$ cat src/rtl/alu_pkg.sv
// alu_pkg: opcode encoding shared by the ALU datapath and its users.
// Codes 10-15 are reserved; 6-8 (shifts) exist only when ALU_SHIFT_EN is defined.
package alu_pkg;

    localparam int OP_W = 4;

    typedef enum logic [OP_W-1:0] {
        OP_ADD = 4'd0,
        OP_SUB = 4'd1,
        OP_AND = 4'd2,
        OP_OR  = 4'd3,
        OP_XOR = 4'd4,
        OP_NOT = 4'd5,
        OP_SLL = 4'd6,
        OP_SRL = 4'd7,
        OP_SRA = 4'd8,
        OP_MUL = 4'd9
    } alu_op_e;

endpackage

$ cat src/rtl/alu_comb.sv
// alu_comb: purely combinational ALU datapath producing result and NZCV flags.
// Shifter (sel 6-8) is built only when ALU_SHIFT_EN is defined; otherwise those
// codes fall into the reserved-code path (result 0, z=1).
module alu_comb
    import alu_pkg::*;
#(
    parameter int WIDTH = 32
) (
    input  logic [WIDTH-1:0] a,
    input  logic [WIDTH-1:0] b,
    input  logic [3:0]       sel,
    output logic [WIDTH-1:0] result,
    output logic             n,
    output logic             z,
    output logic             c,
    output logic             v
);

    logic [WIDTH:0]   w_sum;
    logic [WIDTH:0]   w_diff;
    logic [WIDTH-1:0] w_prod;
    logic [WIDTH-1:0] w_res;
    logic             w_c;
    logic             w_v;

    assign w_sum  = {1'b0, a} + {1'b0, b};
    assign w_diff = {1'b0, a} - {1'b0, b};
    assign w_prod = a * b;

`ifdef ALU_SHIFT_EN
    localparam int SHW = $clog2(WIDTH);
    logic [SHW-1:0] w_shamt;
    assign w_shamt = b[SHW-1:0];
`endif

    // Operation select; the extra bit carried beside the operand in each shift
    // captures the last bit shifted out, and is naturally 0 for a zero shift.
    always_comb begin
        w_res = '0;
        w_c   = 1'b0;
        w_v   = 1'b0;
        case (sel)
            OP_ADD: begin
                w_res = w_sum[WIDTH-1:0];
                w_c   = w_sum[WIDTH];
                w_v   = (a[WIDTH-1] == b[WIDTH-1]) && (w_sum[WIDTH-1] != a[WIDTH-1]);
            end
            OP_SUB: begin
                w_res = w_diff[WIDTH-1:0];
                w_c   = ~w_diff[WIDTH];
                w_v   = (a[WIDTH-1] != b[WIDTH-1]) && (w_diff[WIDTH-1] != a[WIDTH-1]);
            end
            OP_AND: w_res = a & b;
            OP_OR:  w_res = a | b;
            OP_XOR: w_res = a ^ b;
            OP_NOT: w_res = ~a;
`ifdef ALU_SHIFT_EN
            OP_SLL: {w_c, w_res} = {1'b0, a} << w_shamt;
            OP_SRL: {w_res, w_c} = {a, 1'b0} >> w_shamt;
            OP_SRA: {w_res, w_c} = $signed({a, 1'b0}) >>> w_shamt;
`endif
            OP_MUL: w_res = w_prod;
            default: begin
                w_res = '0;
                w_c   = 1'b0;
                w_v   = 1'b0;
            end
        endcase
    end

    assign result = w_res;
    assign n      = w_res[WIDTH-1];
    assign z      = (w_res == '0);
    assign c      = w_c;
    assign v      = w_v;

endmodule

$ cat src/rtl/alu_core.sv
// alu_core: registered ALU. Inputs are sampled every clk edge and the result
// with NZCV flags appears one cycle later. Optional shifter: ALU_SHIFT_EN.
module alu_core
    import alu_pkg::*;
#(
    parameter int WIDTH = 32
) (
    input  logic             clk,
    input  logic             rst_n,
    input  logic [WIDTH-1:0] a,
    input  logic [WIDTH-1:0] b,
    input  logic [3:0]       sel,
    output logic [WIDTH-1:0] result,
    output logic             n,
    output logic             z,
    output logic             c,
    output logic             v
);

    logic [WIDTH-1:0] w_result;
    logic             w_n;
    logic             w_z;
    logic             w_c;
    logic             w_v;

    logic [WIDTH-1:0] r_result;
    logic             r_n;
    logic             r_z;
    logic             r_c;
    logic             r_v;

    alu_comb #(.WIDTH(WIDTH)) u_alu_comb (
        .a      (a),
        .b      (b),
        .sel    (sel),
        .result (w_result),
        .n      (w_n),
        .z      (w_z),
        .c      (w_c),
        .v      (w_v)
    );

    // Output register; reset clears everything, including the zero flag.
    always_ff @(posedge clk or negedge rst_n) begin
        if (!rst_n) begin
            r_result <= '0;
            r_n      <= 1'b0;
            r_z      <= 1'b0;
            r_c      <= 1'b0;
            r_v      <= 1'b0;
        end else begin
            r_result <= w_result;
            r_n      <= w_n;
            r_z      <= w_z;
            r_c      <= w_c;
            r_v      <= w_v;
        end
    end

    assign result = r_result;
    assign n      = r_n;
    assign z      = r_z;
    assign c      = r_c;
    assign v      = r_v;

endmodule

$ cat config.mk
export PLATFORM = sky130hd
export DESIGN_NAME = alu_core
export DESIGN_NICKNAME = d
export VERILOG_FILES = /design/src/rtl/alu_pkg.sv /design/src/rtl/alu_comb.sv /design/src/rtl/alu_core.sv
export SDC_FILE = /design/constraint.sdc
export NUM_CORES = 1
export LEC_CHECK = 0
export ABC_AREA = 1
export BUFFER_PORTS_ARGS = -buffer_cell sky130_fd_sc_hd__buf_2
export CAP_MARGIN = 30
export CORE_ASPECT_RATIO = 0.6
export CORE_UTILIZATION = 30
export DETAILED_ROUTE_END_ITERATION = 10
export PLACE_DENSITY = 0.51
export SYNTH_ARGS = -nofsm -noshare
export SYNTH_HDL_FRONTEND = slang
export SYNTH_SLANG_ARGS = --single-unit
$ cat constraint.sdc
create_clock -name clk -period 0.8 [get_ports clk]
set_clock_uncertainty 0.2 [all_clocks]
set_input_delay 0.04 -clock clk [delete_from_list [all_inputs] [get_ports clk]]
set_output_delay 0.04 -clock clk [all_outputs]
set_load 0.02 [all_outputs]
==> impl_metrics.tcl <==
set metrics [dict create \
    drv_cap 0 \
    grt_pass1_vias 25100 \
    ys.flop_type "dfrtp_1" \
    initial_utilization_pct 30.4 \
    mostFrequentLayoutCells "inv_1, nand2_1, buf_4" \
    grt.total_usage_pct 26.1 \
    cts_tree "done" \
    path_buf_inv 7 \
    htreeDepth 2 \
    end_kind "register" \
    finalMaxSlewViolations 0 \
    globalplace.congestion 1.04 \
    grt_remaining_overflow 0 \
    fp.dieW_um 369 \
    whs_ns 0.0165 \
    async_flop_share_pct 100 \
    placed_cells 5362 \
    drcViolationCount 8 \
    avgSynthCellArea_um2 6.72 \
    grt_setup_unrepaired "true" \
    ant_nets 0 \
    area_delta_synth_final_pct 47.4 \
    clkTransAtPathRegs_ns 0.06 \
    place_hpwl_um 91300 \
    cpMostUsedCell "fa_1" \
    finalWorstSetupSlack_ns -5.96 \
    layout_commonest_cell "inv_1" \
    worst_pin_slew_ns 0.636 \
    fin_util_pct 44.9 \
    cts_root_buf "clkbuf_16" \
    grt_max_degree 36 \
    slew_headroom_pct 57.2 \
    wirelength_um 107000 \
    cp_slowest_cell "fa_1" \
    io_pins 106 \
    dp_slack_ns -6.66 \
    portBuffers 105 \
    routedWlPerCell_um 19.5 \
    synth-edff-count 0 \
    min_path_type "in -> reg" \
    mappedNetlistNets 4312 \
    cp_data_required_time_ns 0.84 \
    firstDrtPassIters 8 \
    yosys_warnings 0 \
    fmax_ghz 0.148 \
    via_count 25500 \
    hold_path_depth 5 \
    holdPathEnd "v" \
    core_region_area_mm2 0.0798 \
    netlist_instances 3613 \
    critical_path.top_delay_family "adder cells" \
    hold_path.startpoint "a[31]" \
    hold_viol_final 0 \
    status "finished with violations" \
    layout-drive-gt1-share_pct 33.1 \
    period_minus_slack_ns 6.76 \
    rows 80 \
    drtIter0Drc 2751 \
    layout.nets 5107 \
    synth_cell_types 46 \
    synth_area_mm2 0.0243 \
    cp-start-kind "input port" \
    ys_ff_latch 35 \
    cts_max_path_buffers 2 \
    period_share_pct 845 \
    die_h_um 222 \
    max_stage_delay_ns 0.56 \
    violations "design-rule violations, negative setup slack" \
    setup_violations 71 \
    crit_fanout 9 \
    finalNonFillerCells 5478 \
    clkSinkCount 35 \
    viasPerCell 4.65 \
    worstPathArrival_ns 6.79 \
    seq_area_frac_synth_pct 3.61 \
    antenna_found_initial 9 \
    grt_pass1_wl_um 160000 \
    worstSetupPathType "in -> reg" \
    cts_buffers 5 \
    dieArea_mm2 0.0821 \
]
[layer usage]
metal	GRT usage (%)	up-vias	routed length, um
li1	-	12200	-
met1	42.2	12200	54200
met5	0	-	69
met2	34.2	969	39700
met3	6.65	84	11500
met4	3.29	10	1470
[worst min-delay path, cell delays in order]
cell     delay [ns]
buf_2          0.10
buf_4          0.14
xor2_1         0.07
nand3_1        0.06
o21ai_1        0.06
[final cells by class]
class	count	area, um^2
diodes	3	7.51
multi-input cells	2427	21500
fillers	8084	44000
repair buffers	935	8130
inverters	1004	3810
flip-flops and latches	35	877
clock buffers	6	139
clock inverters	2	35.0
well taps	1066	1330
[cell usage after synthesis, types with 4 or more instances]
master    count  area share (%)
a21boi_0      5            0.15
a21oi_1     104             2.1
a21oi_2       6            0.22
a221oi_1     17            0.61
buf_1        17            0.26
buf_2        31            0.64
buf_4        10            0.31
buf_6         7            0.32
clkbuf_1     82             1.3
dfrtp_1      35             3.6
fa_1        410              34
ha_1        219              11
inv_1       990              15
inv_2        13            0.20
nand2_1     996              15
nand2_2       8            0.21
nand3_1     208             4.3
nand3b_1     21            0.65
nand4_1      44             1.1
nor2_1      187             2.9
nor2_2       13            0.34
nor3_1       20            0.41
o211ai_1      4            0.12
o21a_1        6            0.19
o21ai_0      71             1.5
o21ai_1       4           0.082
o21bai_1      9            0.28
o22ai_1      27            0.70
xnor2_1      13            0.47
xor2_1       15            0.54
[what timing repair did]
action                                 in CTS  in global routing
hold buffers                                1                  0
gates resized for setup                   493                286
setup endpoints to repair                  71                 71
gates cloned                                3                  0
setup buffers                              75                 59
pin swaps                                 156                232
endpoints found under the hold margin      35                  0
[metrics by stage]
step,TNS (ns),cell area [um^2]
finish,-166.25,35800
global route,-171.94,35800
CTS,-164.37,34600
detailed placement,-178.45,31900
global placement,-178.73,31900
floorplan,-138.42,25600
[how the worst max path moves through the flow]
stage | slack, ns | depth (start not counted) | from | to
floorplan | -5.40 | 33 | b[5] | z
global placement | -6.66 | 29 | a[7] | z
detailed placement | -6.66 | 29 | a[7] | z
CTS | -5.85 | 33 | b[2] | z
global route | -6.10 | 33 | b[2] | z
finish | -5.96 | 32 | a[17] | z
[cells by family (layout without fill, tap and decap cells)]
logic type / Yosys count / after routing / synth area share (%)
buffers and inverters: 1151 / 1947 / 18.3
DFF: 35 / 35 / 3.61
xor gates and xnor gates: 28 / 28 / 1.01
and+or+nand+nor: 1506 / 1506 / 25.6
other: 0 / 3 / 0
AOI/OAI and AO/OA: 264 / 264 / 6.36
adders and majority gates: 629 / 629 / 45.1
[state kept, by name, summed over array words and instances (netlist names)]
| name | cells |
|---|---|
| n | 1 |
| z | 1 |
| v | 1 |
| result | 31 |
| c | 1 |
Power is left out: the tool's default activity adds up to more than one toggle a clock period on the data nets, which glitch-free logic cannot reach.
